### config.mk
export PLATFORM = sky130hd
export DESIGN_NAME = fake_dma_stream_engine
export DESIGN_NICKNAME = d
export VERILOG_FILES = /design/src/rtl/fake_dma_stream_engine.sv
export SDC_FILE = /design/constraint.sdc
export NUM_CORES = 1
export LEC_CHECK = 0
export CAP_MARGIN = 20
export CORE_ASPECT_RATIO = 0.9
export CORE_UTILIZATION = 55
export CTS_CLUSTER_DIAMETER = 60
export DETAILED_ROUTE_END_ITERATION = 12
export GPL_TIMING_DRIVEN = 0
export PLACE_DENSITY = 0.91
export SYNTH_ARGS = -nofsm -noshare
export SYNTH_HDL_FRONTEND = slang
export SYNTH_SLANG_ARGS = --single-unit
### constraint.sdc
create_clock -name m_axi_mm2s_aclk -period 10.1 [get_ports m_axi_mm2s_aclk]
set_clock_uncertainty 0.15 [all_clocks]
set_input_delay 1.01 -clock m_axi_mm2s_aclk [delete_from_list [all_inputs] [get_ports m_axi_mm2s_aclk]]
set_output_delay 1.01 -clock m_axi_mm2s_aclk [all_outputs]
set_load 0.01 [all_outputs]
### src/rtl/fake_dma_stream_engine.sv
// fake_dma_stream_engine
//   Register-driven stand-in for an AXI DMA. MM2S generates a programmable-length
//   AXI-Stream pattern (incrementing, Galois LFSR or constant). S2MM sinks a stream,
//   counts bytes and can compare the data against the same pattern generator, so a
//   loopback of MM2S into S2MM forms a closed-loop test. AXI-MM is left to the wrapper.
// Ports
//   m_axi_mm2s_aclk / axi_resetn        clock, async active-low reset
//   mm2s_dmacr/sa/length/length_we/ioc_clr, mm2s_dmasr, mm2s_introut   MM2S control/status
//   m_axis_mm2s_*                        generated stream
//   s2mm_dmacr/da/length/length_we/ioc_clr, s2mm_dmasr, s2mm_introut,
//   s2mm_bytes_rcvd                      S2MM control/status
//   s_axis_s2mm_*                        sink stream
//
// MM2S FSM
//   state      | meaning
//   MM_HALTED  | RS=0, no stream activity
//   MM_IDLE    | RS=1, waiting for a length write
//   MM_STREAM  | presenting beats, one per accepted handshake
// S2MM FSM
//   state      | meaning
//   S2_HALTED  | RS=0, tready low
//   S2_IDLE    | RS=1, waiting for a length write to arm
//   S2_RECV    | accepting beats until tlast
module fake_dma_stream_engine #(
  parameter int DATA_W = 32,
  parameter int LEN_W  = 26
) (
  input  logic                m_axi_mm2s_aclk,
  input  logic                axi_resetn,
  input  logic [31:0]         mm2s_dmacr,
  input  logic [31:0]         mm2s_sa,
  input  logic [31:0]         mm2s_length,
  input  logic                mm2s_length_we,
  input  logic                mm2s_ioc_clr,
  output logic [31:0]         mm2s_dmasr,
  output logic                mm2s_introut,
  output logic [DATA_W-1:0]   m_axis_mm2s_tdata,
  output logic [DATA_W/8-1:0] m_axis_mm2s_tkeep,
  output logic                m_axis_mm2s_tlast,
  output logic                m_axis_mm2s_tvalid,
  input  logic                m_axis_mm2s_tready,
  input  logic [31:0]         s2mm_dmacr,
  input  logic [31:0]         s2mm_da,
  input  logic [31:0]         s2mm_length,
  input  logic                s2mm_length_we,
  input  logic                s2mm_ioc_clr,
  output logic [31:0]         s2mm_dmasr,
  output logic                s2mm_introut,
  output logic [LEN_W-1:0]    s2mm_bytes_rcvd,
  input  logic [DATA_W-1:0]   s_axis_s2mm_tdata,
  input  logic [DATA_W/8-1:0] s_axis_s2mm_tkeep,
  input  logic                s_axis_s2mm_tlast,
  input  logic                s_axis_s2mm_tvalid,
  output logic                s_axis_s2mm_tready
);
  localparam int LANES = DATA_W / 32;
  localparam int BYTES = DATA_W / 8;
  localparam int BSH   = $clog2(BYTES);

  typedef enum logic [1:0] {MM_HALTED, MM_IDLE, MM_STREAM} mm2s_state_t;
  typedef enum logic [1:0] {S2_HALTED, S2_IDLE, S2_RECV} s2mm_state_t;

  function automatic logic [31:0] lfsr_step(input logic [31:0] x);
    return {1'b0, x[31:1]} ^ (x[0] ? 32'h8020_0003 : 32'h0);
  endfunction

  // gen holds the word for lane 0 of the beat being produced.
  function automatic logic [DATA_W-1:0] pat_beat(input logic [31:0] gen, input logic [1:0] mode);
    logic [DATA_W-1:0] d;
    logic [31:0] x;
    d = '0;
    x = gen;
    for (int j = 0; j < LANES; j++) begin
      if (mode == 2'b00) d[j*32 +: 32] = gen + 32'(j);
      else if (mode == 2'b01) begin
        d[j*32 +: 32] = x;
        x = lfsr_step(x);
      end
      else d[j*32 +: 32] = gen;
    end
    return d;
  endfunction

  function automatic logic [31:0] pat_next(input logic [31:0] gen, input logic [1:0] mode);
    logic [31:0] x;
    x = gen;
    if (mode == 2'b00) x = gen + 32'(LANES);
    else if (mode == 2'b01)
      for (int j = 0; j < LANES; j++) x = lfsr_step(x);
    return x;
  endfunction

  function automatic logic [31:0] seed_fix(input logic [31:0] seed, input logic [1:0] mode);
    return (mode == 2'b01 && seed == 32'h0) ? 32'h1 : seed;
  endfunction

  // ---------------- MM2S ----------------
  mm2s_state_t           mm2s_state, mm2s_next;
  logic                  mm2s_load, mm2s_ioc_set, mm2s_ioc, mm2s_abort;
  logic [31:0]           mm2s_gen;
  logic [LEN_W-1:0]      mm2s_beats_left;
  logic [BYTES-1:0]      mm2s_last_keep, mm2s_last_keep_in;
  logic [LEN_W-1:0]      mm2s_len;
  logic [LEN_W:0]        mm2s_nbeats;
  logic [LEN_W-1:0]      mm2s_nbeats_m1;
  logic [BSH-1:0]        mm2s_rem;
  logic [1:0]            mm2s_mode;
  logic                  mm2s_rs, mm2s_fire;
  logic [31:0]           mm2s_seed0;

  assign mm2s_rs        = mm2s_dmacr[0];
  assign mm2s_mode      = mm2s_dmacr[5:4];
  assign mm2s_len       = mm2s_length[LEN_W-1:0];
  assign mm2s_fire      = m_axis_mm2s_tvalid & m_axis_mm2s_tready;
  assign mm2s_nbeats    = ({1'b0, mm2s_len} + (LEN_W+1)'(BYTES-1)) >> BSH;
  assign mm2s_nbeats_m1 = mm2s_nbeats[LEN_W-1:0] - LEN_W'(1);
  assign mm2s_rem       = mm2s_len[BSH-1:0];
  assign mm2s_seed0     = seed_fix(mm2s_sa, mm2s_mode);

  always_comb begin
    mm2s_last_keep_in = '0;
    for (int b = 0; b < BYTES; b++)
      mm2s_last_keep_in[b] = (mm2s_rem == '0) || (b < int'(mm2s_rem));
  end

  always_comb begin
    mm2s_next    = mm2s_state;
    mm2s_load    = 1'b0;
    mm2s_ioc_set = 1'b0;
    case (mm2s_state)
      MM_HALTED: if (mm2s_rs) mm2s_next = MM_IDLE;
      MM_IDLE: begin
        if (!mm2s_rs) mm2s_next = MM_HALTED;
        else if (mm2s_length_we && mm2s_len != '0) begin
          mm2s_next = MM_STREAM;
          mm2s_load = 1'b1;
        end
      end
      MM_STREAM: begin
        if (mm2s_fire && m_axis_mm2s_tlast) begin
          // An aborted stream ends in HALTED without reporting completion.
          if (mm2s_abort || !mm2s_rs) mm2s_next = MM_HALTED;
          else begin
            mm2s_next    = MM_IDLE;
            mm2s_ioc_set = 1'b1;
          end
        end
      end
      default: mm2s_next = MM_HALTED;
    endcase
  end

  always_ff @(posedge m_axi_mm2s_aclk or negedge axi_resetn) begin
    if (!axi_resetn) begin
      mm2s_state         <= MM_HALTED;
      m_axis_mm2s_tdata  <= '0;
      m_axis_mm2s_tkeep  <= '0;
      m_axis_mm2s_tlast  <= 1'b0;
      m_axis_mm2s_tvalid <= 1'b0;
      mm2s_gen           <= '0;
      mm2s_beats_left    <= '0;
      mm2s_last_keep     <= '0;
      mm2s_abort         <= 1'b0;
      mm2s_ioc           <= 1'b0;
    end else begin
      mm2s_state <= mm2s_next;
      mm2s_ioc   <= mm2s_ioc_set | (mm2s_ioc & ~mm2s_ioc_clr);
      if (mm2s_load) begin
        m_axis_mm2s_tdata  <= pat_beat(mm2s_seed0, mm2s_mode);
        mm2s_gen           <= pat_next(mm2s_seed0, mm2s_mode);
        m_axis_mm2s_tkeep  <= (mm2s_nbeats_m1 == '0) ? mm2s_last_keep_in : '1;
        m_axis_mm2s_tlast  <= (mm2s_nbeats_m1 == '0);
        m_axis_mm2s_tvalid <= 1'b1;
        mm2s_beats_left    <= mm2s_nbeats_m1;
        mm2s_last_keep     <= mm2s_last_keep_in;
        mm2s_abort         <= 1'b0;
      end else if (mm2s_state == MM_STREAM) begin
        if (mm2s_fire) begin
          if (m_axis_mm2s_tlast) begin
            m_axis_mm2s_tvalid <= 1'b0;
            m_axis_mm2s_tlast  <= 1'b0;
          end else begin
            m_axis_mm2s_tdata <= pat_beat(mm2s_gen, mm2s_mode);
            mm2s_gen          <= pat_next(mm2s_gen, mm2s_mode);
            mm2s_beats_left   <= mm2s_beats_left - LEN_W'(1);
            m_axis_mm2s_tkeep <= (mm2s_beats_left == LEN_W'(1)) ? mm2s_last_keep : '1;
            m_axis_mm2s_tlast <= (mm2s_beats_left == LEN_W'(1)) || !mm2s_rs;
          end
        end else if (!mm2s_rs) begin
          // Run/stop dropped: the beat already on the bus becomes the last one.
          m_axis_mm2s_tlast <= 1'b1;
        end
        if (!mm2s_rs) mm2s_abort <= 1'b1;
      end
    end
  end

  assign mm2s_dmasr   = {19'd0, mm2s_ioc, 10'd0, mm2s_state == MM_IDLE, mm2s_state == MM_HALTED};
  assign mm2s_introut = mm2s_ioc & mm2s_dmacr[12];

  // ---------------- S2MM ----------------
  s2mm_state_t      s2mm_state, s2mm_next;
  logic             s2mm_arm, s2mm_ioc_set, s2mm_ovf_set, s2mm_mis_set;
  logic             s2mm_ioc, s2mm_ovf, s2mm_mis;
  logic [31:0]      s2mm_gen;
  logic [LEN_W-1:0] s2mm_exp_len;
  logic [LEN_W:0]   s2mm_sum;
  logic [DATA_W-1:0] s2mm_mask;
  logic [1:0]       s2mm_mode;
  logic             s2mm_rs, s2mm_fire;

  assign s2mm_rs            = s2mm_dmacr[0];
  assign s2mm_mode          = s2mm_dmacr[5:4];
  assign s_axis_s2mm_tready = s2mm_rs & (s2mm_state == S2_RECV);
  assign s2mm_fire          = s_axis_s2mm_tvalid & s_axis_s2mm_tready;

  always_comb begin
    s2mm_sum  = {1'b0, s2mm_bytes_rcvd};
    s2mm_mask = '0;
    for (int b = 0; b < BYTES; b++) begin
      s2mm_sum = s2mm_sum + {{LEN_W{1'b0}}, s_axis_s2mm_tkeep[b]};
      s2mm_mask[b*8 +: 8] = {8{s_axis_s2mm_tkeep[b]}};
    end
  end

  always_comb begin
    s2mm_next    = s2mm_state;
    s2mm_arm     = 1'b0;
    s2mm_ioc_set = 1'b0;
    case (s2mm_state)
      S2_HALTED: if (s2mm_rs) s2mm_next = S2_IDLE;
      S2_IDLE: begin
        if (!s2mm_rs) s2mm_next = S2_HALTED;
        else if (s2mm_length_we) begin
          s2mm_next = S2_RECV;
          s2mm_arm  = 1'b1;
        end
      end
      S2_RECV: begin
        if (!s2mm_rs) s2mm_next = S2_HALTED;
        else if (s2mm_fire && s_axis_s2mm_tlast) begin
          s2mm_next    = S2_IDLE;
          s2mm_ioc_set = 1'b1;
        end
      end
      default: s2mm_next = S2_HALTED;
    endcase
    s2mm_ovf_set = s2mm_fire && (s2mm_sum > {1'b0, s2mm_exp_len});
    s2mm_mis_set = s2mm_fire && (s2mm_mode != 2'b11) &&
                   (|((s_axis_s2mm_tdata ^ pat_beat(s2mm_gen, s2mm_mode)) & s2mm_mask));
  end

  always_ff @(posedge m_axi_mm2s_aclk or negedge axi_resetn) begin
    if (!axi_resetn) begin
      s2mm_state      <= S2_HALTED;
      s2mm_bytes_rcvd <= '0;
      s2mm_exp_len    <= '0;
      s2mm_gen        <= '0;
      s2mm_ioc        <= 1'b0;
      s2mm_ovf        <= 1'b0;
      s2mm_mis        <= 1'b0;
    end else begin
      s2mm_state <= s2mm_next;
      s2mm_ioc   <= s2mm_ioc_set | (s2mm_ioc & ~s2mm_ioc_clr);
      s2mm_ovf   <= s2mm_ovf_set | (s2mm_ovf & ~s2mm_ioc_clr);
      s2mm_mis   <= s2mm_mis_set | (s2mm_mis & ~s2mm_ioc_clr);
      if (s2mm_arm) begin
        s2mm_bytes_rcvd <= '0;
        s2mm_exp_len    <= s2mm_length[LEN_W-1:0];
        s2mm_gen        <= seed_fix(s2mm_da, s2mm_mode);
      end else if (s2mm_fire) begin
        s2mm_bytes_rcvd <= s2mm_sum[LEN_W] ? '1 : s2mm_sum[LEN_W-1:0];
        s2mm_gen        <= pat_next(s2mm_gen, s2mm_mode);
      end
    end
  end

  assign s2mm_dmasr   = {19'd0, s2mm_ioc, 5'd0, s2mm_mis, 1'b0, s2mm_ovf, 2'd0,
                         s2mm_state == S2_IDLE, s2mm_state == S2_HALTED};
  assign s2mm_introut = s2mm_ioc & s2mm_dmacr[12];

  logic unused_bits;
  assign unused_bits = ^{mm2s_dmacr[31:13], mm2s_dmacr[11:6], mm2s_dmacr[3:1],
                         s2mm_dmacr[31:13], s2mm_dmacr[11:6], s2mm_dmacr[3:1],
                         mm2s_length[31:LEN_W], s2mm_length[31:LEN_W], mm2s_nbeats[LEN_W]};
endmodule

==> results of run 1 <==
cell type report:
type	instances	area, µm²	area share [%]
well taps	354	443	2.34
repair buffers	224	2260	12.0
clock buffers	17	425	2.25
plain buffers	209	1050	5.56
inverters	53	199	1.05
clock inverters	15	211	1.12
multi-input cells	1611	9480	50.2
flip-flops and latches	193	4830	25.6
stage by stage:
| step | worst slack, ps | cell area (µm²) |
|---|---|---|
| detailed placement | 3780 | 18300 |
| CTS | 4210 | 18900 |
| global route | 3900 | 18900 |
| floorplan | 5170 | 15600 |
| finish | 4150 | 18900 |
| global placement | -292 | 18200 |
placed cells by master (no fill, tap or decap), types with 61 or more instances in the layout:
cell,synthesis,final
a21oi_1,149,149
dfrtp_1,193,193
buf_4,63,63
o21ai_0,150,150
nand2_1,194,194
xnor2_1,98,98
clkbuf_1,126,126
clkdlybuf4s50_1,0,221
nor2_1,252,252
nor3_1,61,61
nand3_1,70,70
path summary, 6_finish.rpt:
kind | start | end | slack (ps)
worst max-delay path | s_axis_s2mm_tkeep[0] | s2mm_ovf | 4150
worst min-delay path | mm2s_last_keep[2] | mm2s_last_keep[2] | 350
worst max register to register | s2mm_bytes_rcvd[0] | s2mm_ovf | 4750
worst min register to register | mm2s_last_keep[2] | mm2s_last_keep[2] | 350
max in group asynchronous | axi_resetn | m_axis_mm2s_tdata[25] | 8340
min in group asynchronous | axi_resetn | s2mm_exp_len[12] | 440
tightest hold or removal path: cells and delay by family (launching register included):
| family | cells | cell delay, ps |
|---|---|---|
| AOI/OAI and AO/OA | 1 | 60 |
| DFF | 1 | 350 |
| and+or+nand+nor | 1 | 50 |
sequential cells by signal (all words and copies together), names as in the netlist:
| name | flops |
|---|---|
| mm2s_gen | 32 |
| mm2s_state | 2 |
| s2mm_state | 2 |
| s2mm_gen | 32 |
| mm2s_abort | 1 |
| s2mm_ovf | 1 |
| s2mm_ioc | 1 |
| mm2s_last_keep | 4 |
| s2mm_bytes_rcvd | 26 |
| m_axis_mm2s_tdata | 32 |
| m_axis_mm2s_tkeep | 4 |
| s2mm_exp_len | 26 |
| s2mm_mis | 1 |
| mm2s_beats_left | 26 |
| mm2s_ioc | 1 |
| m_axis_mm2s_tlast | 1 |
| m_axis_mm2s_tvalid | 1 |
kinds of logic (layout without fill, tap and decap cells):
group                      count (synthesis)  in the layout  synth area share [%]
muxes                                     14             14                 0.970
buffers and inverters                    262            518                  8.14
adders and majority gates                 40             40                  3.41
other                                      1             56                0.0244
DFF                                      193            193                  31.5
AOI/OAI and AO/OA                        542            542                  21.9
and+or+nand+nor                          804            804                  25.3
xor gates and xnor gates                 155            155                  8.84
where the power goes:
| part | switching, µW | internal, µW | total [µW] |
|---|---|---|---|
| clock network | 373 | 364 | 736 |
| registers | 278 | 1040 | 1310 |
| logic | 693 | 608 | 1300 |
per-layer routing:
metal | share of wire [%] | global-route usage [%] | vias up | routed length [µm]
met2 | 44 | 59.0 | 1192 | 24500
met4 | 3.6 | 14.4 | 2 | 2010
met1 | 40 | 52.4 | 7971 | 22100
met3 | 12 | 7.79 | 189 | 6600
met5 | 0.018 | 0 | - | 10
li1 | - | - | 7725 | -
cell usage after synthesis (9+ instances only):
| cell type | n |
|---|---|
| nand2b_1 | 9 |
| nor3_1 | 61 |
| and3_1 | 41 |
| and2_1 | 18 |
| or3_1 | 12 |
| ha_1 | 37 |
| o21ai_0 | 150 |
| clkbuf_1 | 126 |
| nor2b_1 | 13 |
| o22ai_1 | 54 |
| o211ai_1 | 13 |
| nand3_1 | 70 |
| and4_1 | 13 |
| buf_1 | 11 |
| nor4_1 | 36 |
| a221oi_1 | 11 |
| nand2_1 | 194 |
| a21oi_1 | 149 |
| a311oi_1 | 12 |
| a21o_1 | 10 |
| o21a_1 | 9 |
| a31oi_1 | 36 |
| xnor2_1 | 98 |
| nand4_1 | 45 |
| o31ai_1 | 10 |
| dfrtp_1 | 193 |
| xor2_1 | 57 |
| o221ai_1 | 22 |
| buf_4 | 63 |
| inv_1 | 52 |
| nor2_1 | 252 |
| a211oi_1 | 17 |
==> impl_results.rst, run 1 <==
.. list-table::
   :header-rows: 1

   * - Metric
     - Value
   * - Power density normalized to cell area
     - 177 nW/µm²
   * - Period utilisation layout
     - 58.9%
   * - Num CTS Buffers
     - 17
   * - Number of buffers added for setup after CTS
     - 0
   * - Cell taking the most area after synthesis
     - dfrtp_1
   * - Sequential-to-total area share from yosys stat
     - 31.5%
   * - Crit Path Class
     - in -> reg
   * - Post-route antenna net violation count
     - 0
   * - Resized Gates After CTS
     - 0
   * - Critical path, cell by cell
     - clkdlybuf4s50_1 -> fa_1 -> inv_1 -> fa_1 -> inv_1 -> fa_1 -> nand2_1 -> nor4_1 -> and4_1 -> and3_1 -> clkbuf_1 -> nand3_1 -> xnor2_1 -> ha_1 -> nand3_1 -> nor3_1 -> nand2_1 -> nor4_1 -> a21oi_1 -> o32a_1
   * - Depth of the CTS H-tree
     - 4
   * - Instance count of the mapped netlist
     - 2011
   * - Worst path top cell family by delay
     - simple AND/OR/NAND/NOR gates
   * - Peak fanout along the critical path
     - 6
   * - Area share of the largest cell type after synthesis
     - 31.5%
   * - Drt drc
     - 0
   * - Gpl congestion
     - 0.995
   * - Number of distinct library cells after synthesis
     - 77
   * - TritonCTS sink count
     - 193
   * - Crit end category
     - register
   * - Status
     - complete, no violations
   * - Worst path most repeated cell
     - fa_1
   * - Instance count on the critical path
     - 20
   * - Number of hold-slack violations in the final timing report
     - 0
   * - Worst supply voltage drop on vdd
     - 150 µV
   * - Hold slack
     - 347 ps
   * - Clock tree from TritonCTS
     - built
   * - Post-Syn Area
     - 15300 µm²
   * - Global-route wire length before repair
     - 85500 µm
   * - Max-cap check violation count
     - 0
   * - Req. time, crit path
     - 10290 ps
   * - Proportion of register bits with asynchronous set or reset after synthesis
     - 100%
   * - Net count of the finished layout
     - 2586
   * - Aggregate routed wire length
     - 55300 µm
   * - Iteration count of the initial detailed-routing pass
     - 6
   * - Count of final setup violators
     - 0
   * - Standard cell core area
     - 27200 µm²
   * - Number of I/O port buffers
     - 222
   * - Leakage component of the power
     - 0.00759 µW
   * - Clock tree root buffer cell
     - clkbuf_16
   * - Total count of max-transition violations in the final report
     - 0
   * - Drt initial violations
     - 2503
   * - CP Data Arrival Time
     - 6140 ps
   * - Total Neg Setup Slack
     - 0 ps
   * - Deepest clock path buffer count
     - 2
   * - Number of vias per cell
     - 6.38
   * - Overall fraction of global-route tracks in use
     - 38.2%
   * - Via count of the first global-routing pass
     - 15900
   * - Highest Clock Rate
     - 168 MHz
   * - Total chip power
     - 3350 µW
   * - Ant diodes
     - 0
   * - Max-slew headroom at the worst pin
     - 34.9%
   * - Critical path buffer and inverter count
     - 4
   * - Num ports
     - 368
   * - Element type at the critical path start
     - input pin
   * - Hold-fix buffer count after cts
     - 0
   * - Setup repair after global routing missed its margin
     - no
   * - Proportion of layout cells with a drive suffix above 1
     - 5.64%
   * - Initial cell density of the core
     - 56.5%
   * - Slowest stage delay, CP
     - 530 ps
   * - Warnings, synthesis
     - 0
   * - Min Tclk post-route
     - 5950 ps
   * - Total instance count after detailed placement
     - 2643
   * - Clock latency at the later pin of the worst-skew pair
     - 450 ps
   * - GR Overflow Total
     - 0
   * - Vert. Die Dim
     - 160 µm
   * - Top cells by area, synth
     - dfrtp_1 31%, nor2_1 6.2%, xnor2_1 5.6%, o21ai_0 4.9%, a21oi_1 4.9%
   * - Antenna violations before repair
     - 1
   * - Total via count after detailed routing
     - 17100
   * - Layout Cells excl Fill
     - 2676
   * - Hold Crit Depth
     - 2
   * - Min-Delay Path Class
     - reg -> reg
   * - Number of enable-type register cells in the synthesized netlist
     - 0
   * - Synth Flop Type
     - dfrtp_1
   * - Die boundary width
     - 178 µm
   * - Synth Area per Inst
     - 7.63 µm²
   * - # rows
     - 57
   * - Cells on worst reg2reg path
     - 19
   * - Layout Utilization
     - 69.5%
   * - Routed WL per cell
     - 20.7 µm
   * - Cell with the biggest individual delay on the critical path
     - fa_1
   * - Transition time at the pin with the least slew margin
     - 968 ps
   * - Number of filler cells placed in the layout
     - 2231
   * - Pin count of the biggest net entering global routing
     - 100
   * - Total die area
     - 28600 µm²
   * - Reg clk slew, reported paths
     - 90 ps
   * - Seq cells post-synth
     - 193
   * - Area growth from synthesis to final layout
     - 23.1%
   * - HPWL Detailed
     - 41300 µm
Power figures use the tool's default switching activity.
==> run 2, diff against run 1 <==
--- a/config.mk
+++ b/config.mk
@@ -7,11 +7,11 @@
 export LEC_CHECK = 0
 export CAP_MARGIN = 20
 export CORE_ASPECT_RATIO = 0.9
-export CORE_UTILIZATION = 55
+export CORE_UTILIZATION = 51
 export CTS_CLUSTER_DIAMETER = 60
 export DETAILED_ROUTE_END_ITERATION = 12
 export GPL_TIMING_DRIVEN = 0
-export PLACE_DENSITY = 0.91
+export PLACE_DENSITY = 0.86
 export SYNTH_ARGS = -nofsm -noshare
 export SYNTH_HDL_FRONTEND = slang
 export SYNTH_SLANG_ARGS = --single-unit
==> constraint.sdc (replaced) <==
create_clock -name m_axi_mm2s_aclk -period 5.5 [get_ports m_axi_mm2s_aclk]
set_clock_uncertainty 0.15 [all_clocks]
set_input_delay 0.55 -clock m_axi_mm2s_aclk [delete_from_list [all_inputs] [get_ports m_axi_mm2s_aclk]]
set_output_delay 0.55 -clock m_axi_mm2s_aclk [all_outputs]
set_load 0.01 [all_outputs]
==> run 2 against run 1 <==
Against the previous run:
- clock power increased by 85%
- largest power group unchanged
- final cell count increased by 1.6%
- via count increased by 0.50%
- sequential cell count unchanged
- core utilization decreased by 4.7 points
- non-clock buffer count unchanged
- global-route usage decreased by 2.8 points
==> impl_results.rst, run 2 (synthesis results as in run 1) <==
.. list-table::
   :header-rows: 1

   * - Metric
     - Value
   * - Status
     - complete, no violations
   * - Clock tree from TritonCTS
     - built
   * - Transition time at the pin with the least slew margin
     - 1010 ps (+45.5 ps)
   * - Worst path top cell family by delay
     - simple AND/OR/NAND/NOR gates
   * - Aggregate routed wire length
     - 55500 µm (+0.32%)
   * - Number of buffers added for setup after CTS
     - 0 (unchanged)
   * - Overall fraction of global-route tracks in use
     - 35.4% (-2.8 points)
   * - Worst supply voltage drop on vdd
     - 269 µV (+79%)
   * - Leakage component of the power
     - 0.00760 µW (+0.13%)
   * - Gpl congestion
     - 1.01 (+1.0%)
   * - Pre-CTS setup slack
     - -340 ps (-4120 ps)
   * - Hold-fix buffer count after cts
     - 0 (unchanged)
   * - Req. time, crit path
     - 5680 ps (-4610 ps)
   * - Count of final setup violators
     - 0 (unchanged)
   * - Crit end category
     - register
   * - Number of vias per cell
     - 6.31 (-1.1%)
   * - Iteration count of the initial detailed-routing pass
     - 6 (unchanged)
   * - Total Neg Setup Slack
     - 0 ps (unchanged)
   * - Total instance count after detailed placement
     - 2685 (+1.6%)
   * - Post-route antenna net violation count
     - 0 (unchanged)
   * - Clock latency at the later pin of the worst-skew pair
     - 450 ps (about the same)
   * - Instance count on the critical path
     - 20 (unchanged)
   * - Depth of the CTS H-tree
     - 4 (unchanged)
   * - Cells on worst reg2reg path
     - 19 (unchanged)
   * - Highest-count cells in the layout ignoring fill and taps
     - 252 x nor2_1, 221 x clkdlybuf4s50_1, 194 x nand2_1
   * - TritonCTS sink count
     - 193 (unchanged)
   * - Max-cap check violation count
     - 0 (unchanged)
   * - HPWL Detailed
     - 41200 µm (-0.44%)
   * - Total count of max-transition violations in the final report
     - 0 (unchanged)
   * - Pin count of the biggest net entering global routing
     - 119 (+19%)
   * - Critical path, cell by cell
     - clkdlybuf4s50_1 -> fa_1 -> inv_1 -> fa_1 -> inv_1 -> fa_1 -> nand2_1 -> nor4_4 -> and4_2 -> and3_1 -> clkbuf_1 -> nand3_1 -> xnor2_1 -> ha_1 -> nand3_1 -> nor3_1 -> nand2_1 -> nor4_1 -> a21oi_1 -> o32a_1
   * - Initial cell density of the core
     - 52.5% (-4.0 points)
   * - Clock tree root buffer cell
     - clkbuf_16
   * - Resized Gates After CTS
     - 0 (unchanged)
   * - Cell with the biggest individual delay on the critical path
     - fa_1
   * - Largest registers
     - m_axis_mm2s_tdata x32, mm2s_gen x32, s2mm_gen x32
   * - Standard cell core area
     - 29200 µm² (+7.6%)
   * - GR Overflow Total
     - 0 (unchanged)
   * - Highest Clock Rate
     - 188 MHz
   * - Die boundary width
     - 185 µm (+3.8%)
   * - Reg clk slew, reported paths
     - 80 ps (about the same)
   * - Routed WL per cell
     - 20.4 µm (-1.3%)
   * - # rows
     - 59 (+3.5%)
   * - Max-slew headroom at the worst pin
     - 31.8% (-3.2 points)
   * - Layout Cells excl Fill
     - 2719 (+1.6%)
   * - Peak fanout along the critical path
     - 6 (unchanged)
   * - Crit Path Class
     - in -> reg
   * - Min-Delay Path Class
     - in -> async
   * - Setup repair after global routing missed its margin
     - no
   * - Total die area
     - 30800 µm² (+7.7%)
   * - Net count of the finished layout
     - 2586 (unchanged)
   * - Number of I/O port buffers
     - 222 (unchanged)
   * - Element type at the critical path start
     - input pin
   * - Worst path most repeated cell
     - fa_1
   * - Num ports
     - 368 (unchanged)
   * - Critical path buffer and inverter count
     - 4 (unchanged)
   * - Slowest stage delay, CP
     - 570 ps (+40 ps)
   * - Number of filler cells placed in the layout
     - 2501 (+12%)
   * - Min Tclk post-route
     - 5330 ps
   * - Min setup slack post-route
     - 172 ps (-3980 ps)
   * - Deepest clock path buffer count
     - 2 (unchanged)
   * - Period utilisation layout
     - 96.9%
   * - Drt initial violations
     - 2202 (-12%)
   * - Antenna violations before repair
     - 1 (unchanged)
   * - Number of hold-slack violations in the final timing report
     - 0 (unchanged)
   * - Num CTS Buffers
     - 17 (unchanged)
   * - Vert. Die Dim
     - 167 µm (+3.8%)
   * - Proportion of layout cells with a drive suffix above 1
     - 5.68% (+0.043 points)
   * - Most frequent standard cell in the layout excluding fill and tap cells
     - nor2_1
   * - Total via count after detailed routing
     - 17200 (+0.50%)
   * - Drt drc
     - 0 (unchanged)
   * - Global-route wire length before repair
     - 85900 µm (+0.41%)
   * - CP Data Arrival Time
     - 5510 ps (-630 ps)
   * - Power density normalized to cell area
     - 325 nW/µm² (+83%)
   * - Area growth from synthesis to final layout
     - 23.5%
   * - Via count of the first global-routing pass
     - 16200 (+1.8%)
run 2: layer usage:
layer | GRT usage, % | share of wire (%) | vias to the layer above
li1 | - | - | 7704
met4 | 15.8 | 4.1 | 0
met5 | 0 | 0 | -
met1 | 46.9 | 39 | 8040
met2 | 55.5 | 45 | 1225
met3 | 7.26 | 12 | 195
run 2: path summary, 6_finish.rpt:
kind | from | to | slack, ps
min reg2reg | mm2s_last_keep[0] | mm2s_last_keep[0] | 330
min | axi_resetn | s2mm_exp_len[12] | 60
max reg2reg | s2mm_bytes_rcvd[0] | s2mm_ovf | 390
max in group asynchronous | axi_resetn | mm2s_gen[31] | 4210
max | s_axis_s2mm_tkeep[0] | s2mm_ovf | 170
min in group m_axi_mm2s_aclk | mm2s_last_keep[0] | mm2s_last_keep[0] | 330
run 2: cell type report:
cell class | instances | area, µm² | share of cell area, %
Antenna cell | 1 | 2.50 | 0.0132
Buffer | 209 | 1050 | 5.55
Clock buffer | 18 | 429 | 2.26
Clock inverter | 14 | 194 | 1.02
Inverter | 53 | 199 | 1.05
Multi-Input combinational cell | 1611 | 9490 | 50.1
Sequential cell | 193 | 4830 | 25.5
Tap cell | 396 | 495 | 2.61
Timing Repair Buffer | 224 | 2260 | 11.9
run 2: worst register-to-register path, cell delays in order, from the launching register on:
cell and delay, ps:
dfrtp_1 440, fa_1 570, inv_1 70, fa_1 410, inv_1 90, fa_1 250, nand2_1 160, nor4_4 230
and4_2 340, and3_1 170, clkbuf_1 240, nand3_1 150, xnor2_1 210, ha_1 330, nand3_1 130, nor3_1 300
nand2_1 170, nor4_1 280, a21oi_1 120, o32a_1 200
run 2: power breakdown:
part / total [µW] / internal [µW] / switching (µW)
clock: 1360 / 734 / 627
combinational: 2390 / 1120 / 1270
sequential: 2410 / 1900 / 507
run 2: stage by stage:
step                power (µW)  area, µm²  hold slack, ps  util, %
global placement          4640      18300             301     62.5
global route              6500      19000             127     64.8
floorplan                 3730      15600             104        -
detailed placement        4740      18300             315     62.6
CTS                       6100      18900             101     64.8
finish                    6160      19000            56.5     64.8
==> run 3, diff against run 2 <==
--- a/config.mk
+++ b/config.mk
@@ -8,7 +8,7 @@
 export CAP_MARGIN = 20
 export CORE_ASPECT_RATIO = 0.9
 export CORE_UTILIZATION = 51
-export CTS_CLUSTER_DIAMETER = 60
+export CTS_CLUSTER_DIAMETER = 120
 export DETAILED_ROUTE_END_ITERATION = 12
 export GPL_TIMING_DRIVEN = 0
 export PLACE_DENSITY = 0.86
==> results of run 3 <==
The final DEF is identical to that of run 2; final timing and power are the same.
